[src/rtl/aes_csr_bank_pkg.sv]
// Shared register map offsets, CTRL/STATUS bit positions and the cipher mode enum
// for the AES CSR bank.
package aes_csr_pkg;

    localparam logic [7:0] CTRL_OFF       = 8'h00;
    localparam logic [7:0] MODE_OFF       = 8'h04;
    localparam logic [7:0] STATUS_OFF     = 8'h08;
    localparam logic [7:0] INTCLR_OFF     = 8'h0C;
    localparam logic [7:0] KEY_BASE_DFLT  = 8'h10;
    localparam logic [7:0] DIN_BASE_DFLT  = 8'h40;
    localparam logic [7:0] IV_BASE_DFLT   = 8'h60;
    localparam logic [7:0] DOUT_BASE_DFLT = 8'h80;

    localparam int CTRL_START   = 0;
    localparam int CTRL_IRQ_EN  = 1;
    localparam int CTRL_DECRYPT = 2;

    localparam int ST_BUSY = 0;
    localparam int ST_DONE = 1;
    localparam int ST_ERR  = 2;

    typedef enum logic [1:0] {
        MODE_ECB  = 2'd0,
        MODE_CBC  = 2'd1,
        MODE_CTR  = 2'd2,
        MODE_RSVD = 2'd3
    } aes_mode_e;

endpackage

[src/rtl/aes_csr_bank_if.sv]
// Simple write/read strobe bus between the AXI-lite slave adapter and the CSR bank.
interface aes_csr_bank_if;
    logic        wr_en;
    logic [31:0] wr_addr;
    logic [31:0] wr_data;
    logic [3:0]  wr_strb;
    logic        rd_en;
    logic [31:0] rd_addr;
    logic [31:0] rd_data;
    logic        rd_valid;

    modport master (
        output wr_en, wr_addr, wr_data, wr_strb, rd_en, rd_addr,
        input  rd_data, rd_valid
    );

    modport slave (
        input  wr_en, wr_addr, wr_data, wr_strb, rd_en, rd_addr,
        output rd_data, rd_valid
    );
endinterface

[src/rtl/aes_csr_bank_word.sv]
// 32-bit CSR word with per-byte write strobes, used for the KEY, IV and DIN arrays.
module aes_csr_word (
    input  logic        clk,
    input  logic        resetn,
    input  logic        i_en,
    input  logic [3:0]  i_strb,
    input  logic [31:0] i_data,
    output logic [31:0] o_q
);
    logic [31:0] r_q;

    always_ff @(posedge clk) begin
        if (!resetn) begin
            r_q <= '0;
        end else if (i_en) begin
            for (int i = 0; i < 4; i++) begin
                if (i_strb[i]) r_q[8*i +: 8] <= i_data[8*i +: 8];
            end
        end
    end

    assign o_q = r_q;
endmodule

[src/rtl/aes_csr_bank.sv]
// CSR bank for the AES core: decode, START pulse, busy lock, sticky DONE/ERR with W1C,
// result snapshot on core_done and a registered read mux.
module aes_csr_bank
    import aes_csr_pkg::*;
#(
    parameter int         ADDR_W    = 8,
    parameter int         KEY_WORDS = 8,
    parameter int         BLK_WORDS = 4,
    parameter logic [7:0] KEY_BASE  = KEY_BASE_DFLT,
    parameter logic [7:0] DIN_BASE  = DIN_BASE_DFLT,
    parameter logic [7:0] IV_BASE   = IV_BASE_DFLT,
    parameter logic [7:0] DOUT_BASE = DOUT_BASE_DFLT
) (
    input  logic                     clk,
    input  logic                     resetn,
    aes_csr_bank_if.slave            bus,
    input  logic                     i_core_busy,
    input  logic                     i_core_done,
    input  logic [32*BLK_WORDS-1:0]  i_core_dout,
    output logic                     o_start,
    output logic                     o_decrypt,
    output logic [1:0]               o_mode,
    output logic [32*KEY_WORDS-1:0]  o_key,
    output logic [32*BLK_WORDS-1:0]  o_iv,
    output logic [32*BLK_WORDS-1:0]  o_din,
    output logic                     o_irq
);
    logic                    r_start, r_decrypt, r_irq_en, r_done, r_err, r_rd_valid;
    aes_mode_e               r_mode;
    logic [32*BLK_WORDS-1:0] r_dout_q;
    logic [31:0]             r_rd_data;

    logic [ADDR_W-1:0]       w_waddr, w_raddr;
    logic                    w_busy, w_ctrl_hit, w_mode_hit, w_clr_hit, w_data_hit;
    logic                    w_start_req, w_start_fire, w_err_set, w_clr_wr, w_clr_done, w_clr_err;
    logic [KEY_WORDS-1:0]    w_key_hit;
    logic [BLK_WORDS-1:0]    w_din_hit, w_iv_hit;
    logic [31:0]             w_key_q [KEY_WORDS];
    logic [31:0]             w_din_q [BLK_WORDS];
    logic [31:0]             w_iv_q  [BLK_WORDS];
    logic [31:0]             w_rd_mux;
    logic                    w_unused_addr;

    assign w_waddr = {bus.wr_addr[ADDR_W-1:2], 2'b00};
    assign w_raddr = {bus.rd_addr[ADDR_W-1:2], 2'b00};
    assign w_unused_addr = ^{bus.wr_addr[31:ADDR_W], bus.wr_addr[1:0],
                             bus.rd_addr[31:ADDR_W], bus.rd_addr[1:0]};

    // A START accepted last cycle counts as busy so a second START cannot sneak in.
    assign w_busy     = i_core_busy | r_start;
    assign w_ctrl_hit = (w_waddr == ADDR_W'(CTRL_OFF));
    assign w_mode_hit = (w_waddr == ADDR_W'(MODE_OFF));
    assign w_clr_hit  = (w_waddr == ADDR_W'(INTCLR_OFF));
    assign w_data_hit = w_mode_hit | (|w_key_hit) | (|w_din_hit) | (|w_iv_hit);

    assign w_start_req  = bus.wr_en && w_ctrl_hit && bus.wr_strb[0] && bus.wr_data[CTRL_START];
    assign w_start_fire = w_start_req && !w_busy;
    assign w_err_set    = (w_start_req && i_core_busy) || (bus.wr_en && w_data_hit && w_busy);
    assign w_clr_wr     = bus.wr_en && w_clr_hit && bus.wr_strb[0];
    assign w_clr_done   = w_clr_wr && bus.wr_data[ST_DONE];
    assign w_clr_err    = w_clr_wr && bus.wr_data[ST_ERR];

    for (genvar gi = 0; gi < KEY_WORDS; gi++) begin : g_key
        assign w_key_hit[gi] = (w_waddr == ADDR_W'(int'(KEY_BASE) + 4*gi));
        aes_csr_word u_word (
            .clk(clk), .resetn(resetn),
            .i_en(bus.wr_en && w_key_hit[gi] && !w_busy),
            .i_strb(bus.wr_strb), .i_data(bus.wr_data), .o_q(w_key_q[gi])
        );
        assign o_key[32*gi +: 32] = w_key_q[gi];
    end

    for (genvar gi = 0; gi < BLK_WORDS; gi++) begin : g_blk
        assign w_din_hit[gi] = (w_waddr == ADDR_W'(int'(DIN_BASE) + 4*gi));
        assign w_iv_hit[gi]  = (w_waddr == ADDR_W'(int'(IV_BASE) + 4*gi));
        aes_csr_word u_din (
            .clk(clk), .resetn(resetn),
            .i_en(bus.wr_en && w_din_hit[gi] && !w_busy),
            .i_strb(bus.wr_strb), .i_data(bus.wr_data), .o_q(w_din_q[gi])
        );
        aes_csr_word u_iv (
            .clk(clk), .resetn(resetn),
            .i_en(bus.wr_en && w_iv_hit[gi] && !w_busy),
            .i_strb(bus.wr_strb), .i_data(bus.wr_data), .o_q(w_iv_q[gi])
        );
        assign o_din[32*gi +: 32] = w_din_q[gi];
        assign o_iv[32*gi +: 32]  = w_iv_q[gi];
    end

    always_comb begin
        w_rd_mux = '0;
        if (w_raddr == ADDR_W'(CTRL_OFF))   w_rd_mux = {29'd0, r_decrypt, r_irq_en, 1'b0};
        if (w_raddr == ADDR_W'(MODE_OFF))   w_rd_mux = {30'd0, r_mode};
        if (w_raddr == ADDR_W'(STATUS_OFF)) w_rd_mux = {29'd0, r_err, r_done, w_busy};
        for (int i = 0; i < KEY_WORDS; i++) begin
            if (w_raddr == ADDR_W'(int'(KEY_BASE) + 4*i)) w_rd_mux = w_key_q[i];
        end
        for (int i = 0; i < BLK_WORDS; i++) begin
            if (w_raddr == ADDR_W'(int'(DIN_BASE) + 4*i))  w_rd_mux = w_din_q[i];
            if (w_raddr == ADDR_W'(int'(IV_BASE) + 4*i))   w_rd_mux = w_iv_q[i];
            if (w_raddr == ADDR_W'(int'(DOUT_BASE) + 4*i)) w_rd_mux = r_dout_q[32*i +: 32];
        end
    end

    always_ff @(posedge clk) begin
        if (!resetn) begin
            r_start    <= 1'b0;
            r_decrypt  <= 1'b0;
            r_irq_en   <= 1'b0;
            r_mode     <= MODE_ECB;
            r_done     <= 1'b0;
            r_err      <= 1'b0;
            r_dout_q   <= '0;
            r_rd_data  <= '0;
            r_rd_valid <= 1'b0;
        end else begin
            r_start <= w_start_fire;
            if (bus.wr_en && w_ctrl_hit && bus.wr_strb[0]) begin
                r_decrypt <= bus.wr_data[CTRL_DECRYPT];
                r_irq_en  <= bus.wr_data[CTRL_IRQ_EN];
            end
            if (bus.wr_en && w_mode_hit && bus.wr_strb[0] && !w_busy)
                r_mode <= aes_mode_e'(bus.wr_data[1:0]);
            // A completion in the same cycle as a clear or a new START keeps DONE set.
            if (i_core_done) begin
                r_done   <= 1'b1;
                r_dout_q <= i_core_dout;
            end else if (w_clr_done || w_start_fire) begin
                r_done <= 1'b0;
            end
            if (w_err_set)      r_err <= 1'b1;
            else if (w_clr_err) r_err <= 1'b0;
            r_rd_valid <= bus.rd_en;
            if (bus.rd_en) r_rd_data <= w_rd_mux;
        end
    end

    assign o_start      = r_start;
    assign o_decrypt    = r_decrypt;
    assign o_mode       = r_mode;
    assign o_irq        = r_done & r_irq_en;
    assign bus.rd_data  = r_rd_data;
    assign bus.rd_valid = r_rd_valid;
endmodule

[src/flat_wrapper.sv]
// flat-port wrapper written by rule: the top's interface ports become plain ports
module aes_csr_bank_flat import aes_csr_pkg::*;
#(
    parameter int         ADDR_W    = 8,
    parameter int         KEY_WORDS = 8,
    parameter int         BLK_WORDS = 4,
    parameter logic [7:0] KEY_BASE  = KEY_BASE_DFLT,
    parameter logic [7:0] DIN_BASE  = DIN_BASE_DFLT,
    parameter logic [7:0] IV_BASE   = IV_BASE_DFLT,
    parameter logic [7:0] DOUT_BASE = DOUT_BASE_DFLT
)
  (clk, resetn, i_core_busy, i_core_done, i_core_dout, o_start, o_decrypt, o_mode, o_key, o_iv, o_din, o_irq, bus_wr_en, bus_wr_addr, bus_wr_data, bus_wr_strb, bus_rd_en, bus_rd_addr, bus_rd_data, bus_rd_valid);
  aes_csr_bank_if bus_i ();
  input  logic clk;
  input  logic resetn;
  input  logic i_core_busy;
  input  logic i_core_done;
  input  logic [32*BLK_WORDS-1:0] i_core_dout;
  output logic o_start;
  output logic o_decrypt;
  output logic [1:0] o_mode;
  output logic [32*KEY_WORDS-1:0] o_key;
  output logic [32*BLK_WORDS-1:0] o_iv;
  output logic [32*BLK_WORDS-1:0] o_din;
  output logic o_irq;
  input wire logic [$bits(bus_i.wr_en)-1:0] bus_wr_en;
  input wire logic [$bits(bus_i.wr_addr)-1:0] bus_wr_addr;
  input wire logic [$bits(bus_i.wr_data)-1:0] bus_wr_data;
  input wire logic [$bits(bus_i.wr_strb)-1:0] bus_wr_strb;
  input wire logic [$bits(bus_i.rd_en)-1:0] bus_rd_en;
  input wire logic [$bits(bus_i.rd_addr)-1:0] bus_rd_addr;
  output wire logic [$bits(bus_i.rd_data)-1:0] bus_rd_data;
  output wire logic [$bits(bus_i.rd_valid)-1:0] bus_rd_valid;
  assign bus_i.wr_en = bus_wr_en;
  assign bus_i.wr_addr = bus_wr_addr;
  assign bus_i.wr_data = bus_wr_data;
  assign bus_i.wr_strb = bus_wr_strb;
  assign bus_i.rd_en = bus_rd_en;
  assign bus_i.rd_addr = bus_rd_addr;
  assign bus_rd_data = bus_i.rd_data;
  assign bus_rd_valid = bus_i.rd_valid;
  aes_csr_bank #(.ADDR_W(ADDR_W), .KEY_WORDS(KEY_WORDS), .BLK_WORDS(BLK_WORDS), .KEY_BASE(KEY_BASE), .DIN_BASE(DIN_BASE), .IV_BASE(IV_BASE), .DOUT_BASE(DOUT_BASE)) u_core (.clk(clk), .resetn(resetn), .bus(bus_i), .i_core_busy(i_core_busy), .i_core_done(i_core_done), .i_core_dout(i_core_dout), .o_start(o_start), .o_decrypt(o_decrypt), .o_mode(o_mode), .o_key(o_key), .o_iv(o_iv), .o_din(o_din), .o_irq(o_irq));
endmodule
[config.mk]
export PLATFORM = sky130hd
export DESIGN_NAME = aes_csr_bank_flat
export DESIGN_NICKNAME = d
export VERILOG_FILES = /design/src/rtl/aes_csr_bank_pkg.sv /design/src/rtl/aes_csr_bank_if.sv /design/src/rtl/aes_csr_bank_word.sv /design/src/rtl/aes_csr_bank.sv /design/src/flat_wrapper.sv
export SDC_FILE = /design/constraint.sdc
export NUM_CORES = 2
export LEC_CHECK = 0
export ABC_AREA = 1
export BUFFER_PORTS_ARGS = -buffer_cell sky130_fd_sc_hd__buf_2
export CORE_AREA = 4 4 304 306
export CTS_CLUSTER_SIZE = 12
export DETAILED_ROUTE_END_ITERATION = 10
export DIE_AREA = 0 0 308 310
export RECOVER_POWER = 25
export SYNTH_ARGS = -nofsm -noshare
export SYNTH_HDL_FRONTEND = slang
export SYNTH_SLANG_ARGS = --single-unit
[constraint.sdc]
create_clock -name clk -period 4.8 [get_ports clk]
set_clock_uncertainty 0.1 [all_clocks]
set_input_delay 0.48 -clock clk [delete_from_list [all_inputs] [get_ports clk]]
set_output_delay 0.48 -clock clk [all_outputs]
set_load 0.05 [all_outputs]
==> metrics.yaml <==
status: "finished with violations"
violations: "capacitance limit, slew limit"
core.rowCount: 110
drt_wl_total_um: 160000
r2r_slack_ps: 1630
rsz0062_at_grt: "no"
slowest_delay_ps: 420
placedCellCount: 5808
io_buffers: 731
viasPerCell: 5.25
grt_pass1_vias: 29179
slew_viol_final: 291
hpwl_um: 116000
yosysSeqAreaShare: 0.472
vias: 31891
dieWidth_um: 308
post-place-ws_ps: 719
nNetsFinal: 5058
crit_required_ps: 5180
mostFrequentLayoutCells: "dfxtp_1, nand2_1, nor2_1, a21oi_1, buf_2"
p_per_area_nw_per_um2: 355
p_sw_mw: 3.36
overflow: 0
syn_inst: 4126
die_area_um2: 95500
slowest_stage: "a21oi_1"
syn_area_um2: 28900
setup_viol: 0
first_iter_violations: 3641
ys_async_sr_fraction: 0
globalplace.congestion: 0.986
ant_nets: 0
grt_use_total: 0.320
fin_ws_ps: 1290
peakVddDrop_uv: 238
maxSlewHeadroom: -0.824
final_cells: 6069
synth.avg_cell_area_um2: 7.00
die_h_um: 310
min-delay-path-class: "input port to flip-flop"
ioPinCount: 784
clock_power_share: 0.492
layout_commonest_cell: "dfxtp_1"
ys_seq_elements: 680
synth_fp_nets: 4360
pwr-share-comb: 0.067
post_drt_wl_per_cell_um: 26.4
clkTransAtPathRegs_ps: 60
htreeDepth: 3
period_share: 0.731
cts_root_buffer: "clkbuf_16"
ys_types: 32
antenna_found_initial: 17
critical_path_class: "input port to flip-flop"
insertion_delay_ps: 650
switching_share: 0.256
reg2reg_from: "u_core.g_key[2].u_word.o_q[14]$_SDFFE_PN0P_"
grt_pass1_wl_um: 220000
fmax_mhz: 285
cts.sinks: 680
fp.coreArea_um2: 89600
initial_utilization: 0.322
synth_edf_count: 0
worstMarginPinSlew_ps: 2740
synthFlopType: "dfxtp_1"
cp_cell_sequence: "buf_2 -> inv_2 -> nand2_4 -> nor2_1 -> nand2_2 -> buf_4 -> o211ai_1 -> a21oi_1 -> nand4_1 -> nor2_1 -> nand4_1 -> nor2_1 -> nand4_1 -> nor2_1 -> nand4_1 -> nand2_1 -> a21oi_1"
cap_violations: 4
crit_start: "bus_rd_addr[6]"
final.setup.tns_ps: 0
critPathBufInv: 3
drc_errors: 0
p_int_mw: 9.76
ctsResizeCount: 0
endpoint: "u_core.bus.rd_data[14]$_SDFFE_PN0P_"
finalCriticalPeriod_ps: 3510
end_kind: "flip-flop"
hold_viol: 0
areaGrowthSynthToFinish_pct: 28.0
cts_buffers: 82
worstSetupStartpointType: "input port"
cp.depth: 17
grt_max_degree: 204
ys_warn_count: 0
drive_above_1_share: 0.158
regToRegEndpoint: "u_core.bus.rd_data[14]$_SDFFE_PN0P_"
power_frac_seq: 0.441
path_max_fanout: 13
drt_first_pass_iters: 5
cts_buffer_depth: 3
cts_tree: "done"
arrival_ps: 3890
power_leakage_nw: 14.8
critPathTopFamily: "simple AND/OR/NAND/NOR gates"
reg2reg_depth: 12
==> worst min path at each step <==
stage,start,endpoint,slack (ps),depth (start not counted)
2_1_floorplan,u_core.r_dout_q[12]$_SDFFE_PN0P_,u_core.r_dout_q[12]$_SDFFE_PN0P_,330,2
3_3_place_gp,u_core.g_blk[0].u_din.o_q[11]$_SDFFE_PN0P_,u_core.g_blk[0].u_din.o_q[11]$_SDFFE_PN0P_,340,2
3_5_place_dp,u_core.g_blk[0].u_din.o_q[13]$_SDFFE_PN0P_,u_core.g_blk[0].u_din.o_q[13]$_SDFFE_PN0P_,350,2
4_1_cts,i_core_dout[6],u_core.r_dout_q[6]$_SDFFE_PN0P_,0.8,3
5_1_grt,i_core_dout[6],u_core.r_dout_q[6]$_SDFFE_PN0P_,7,3
6_report,i_core_dout[6],u_core.r_dout_q[6]$_SDFFE_PN0P_,9,3
==> flip-flops by register name (all words and copies together), names as in the netlist <==
register,cells
u_core.bus.rd_data,32
u_core.bus.rd_valid,1
u_core.g_blk.u_din.o_q,128
u_core.g_blk.u_iv.o_q,128
u_core.g_key.u_word.o_q,256
u_core.o_decrypt,1
u_core.o_mode,2
u_core.o_start,1
u_core.r_done,1
u_core.r_dout_q,128
u_core.r_err,1
u_core.r_irq_en,1
==> repair_timing <==
| action | CTS | global route |
|---|---|---|
| hold endpoints to repair | 108 | 0 |
| hold buffers | 108 | 0 |
| setup buffers | 0 | 0 |
==> worst register-to-register path, cell delays in order, from the launching register on <==
cell	delay, ps
dfxtp_1	340
nand2_1	70
o211ai_1	120
a21oi_1	420
nand4_1	270
nor2_1	360
nand4_1	190
nor2_1	390
nand4_1	360
nor2_1	180
nand4_1	90
nand2_1	70
a21oi_1	50
==> synthesized netlist by cell type (3+ instances only) <==
cell type	number	area, um^2
nand2_2	4	25.0
buf_4	4	30.0
inv_2	15	56.3
dfxtp_1	680	13600
nor4_2	3	37.5
clkinv_1	7	26.3
o21ai_0	493	2470
a21oi_1	557	2790
inv_1	440	1650
nand3_1	151	756
o211ai_1	13	97.6
nor2_1	591	2220
nor3_1	9	45.0
nand4_1	120	751
or2_2	4	25.0
o21ai_1	4	20.0
nor2_4	6	67.6
nand2_1	670	2510
buf_1	5	18.8
o22ai_1	11	68.8
a211oi_1	56	420
clkbuf_1	237	890
buf_2	26	130
nor2_2	10	62.6
==> per-stage QoR <==
step           hold slack [ps]  power (mW)  instance area, um^2  utilization
6_report                  9.10        13.1                37000        0.412
3_3_place_gp               344        6.69                33400        0.372
2_1_floorplan              334        6.30                28900            -
4_1_cts                  0.811        13.2                37200        0.415
3_5_place_dp               350        6.70                33400        0.372
5_1_grt                   6.55        13.4                36900        0.412
==> final cells by class <==
cell class	instances	area, um^2
Tap cell	1176	1470
Fill cell	9591	52600
Timing Repair Buffer	886	4870
Inverter	462	1740
Sequential cell	680	13600
Clock inverter	24	324
Antenna cell	8	20.0
Clock buffer	121	2430
Multi-Input combinational cell	2712	12500
==> power groups by stage <==
stage / combinational [mW] / clock (mW) / sequential (mW)
floorplan: 0.360 / 0 / 5.94
global placement: 0.785 / 0 / 5.91
detailed placement: 0.791 / 0 / 5.91
CTS: 0.863 / 6.51 / 5.78
global route: 0.929 / 6.72 / 5.79
finish: 0.876 / 6.46 / 5.79
==> metal layers <==
layer | part of all wire | track usage | wire length (um) | vias up
met5 | 0.00021 | 0 | 34 | -
met4 | 0.060 | 0.155 | 9590 | 6
met3 | 0.096 | 0.0792 | 15500 | 345
met2 | 0.44 | 0.507 | 70500 | 1718
met1 | 0.40 | 0.410 | 64900 | 14940
li1 | - | - | - | 14882
==> cell families (layout without fill, tap and decap cells) <==
logic type	after synthesis	after routing	synth area share
other	0	8	0
AOI/OAI and AO/OA	1137	1137	0.204
and+or+nand+nor	1574	1574	0.227
DFF	680	680	0.472
muxes	1	1	0.000347
buffers and inverters	734	1493	0.0971
(Power assumes the default switching activity.)
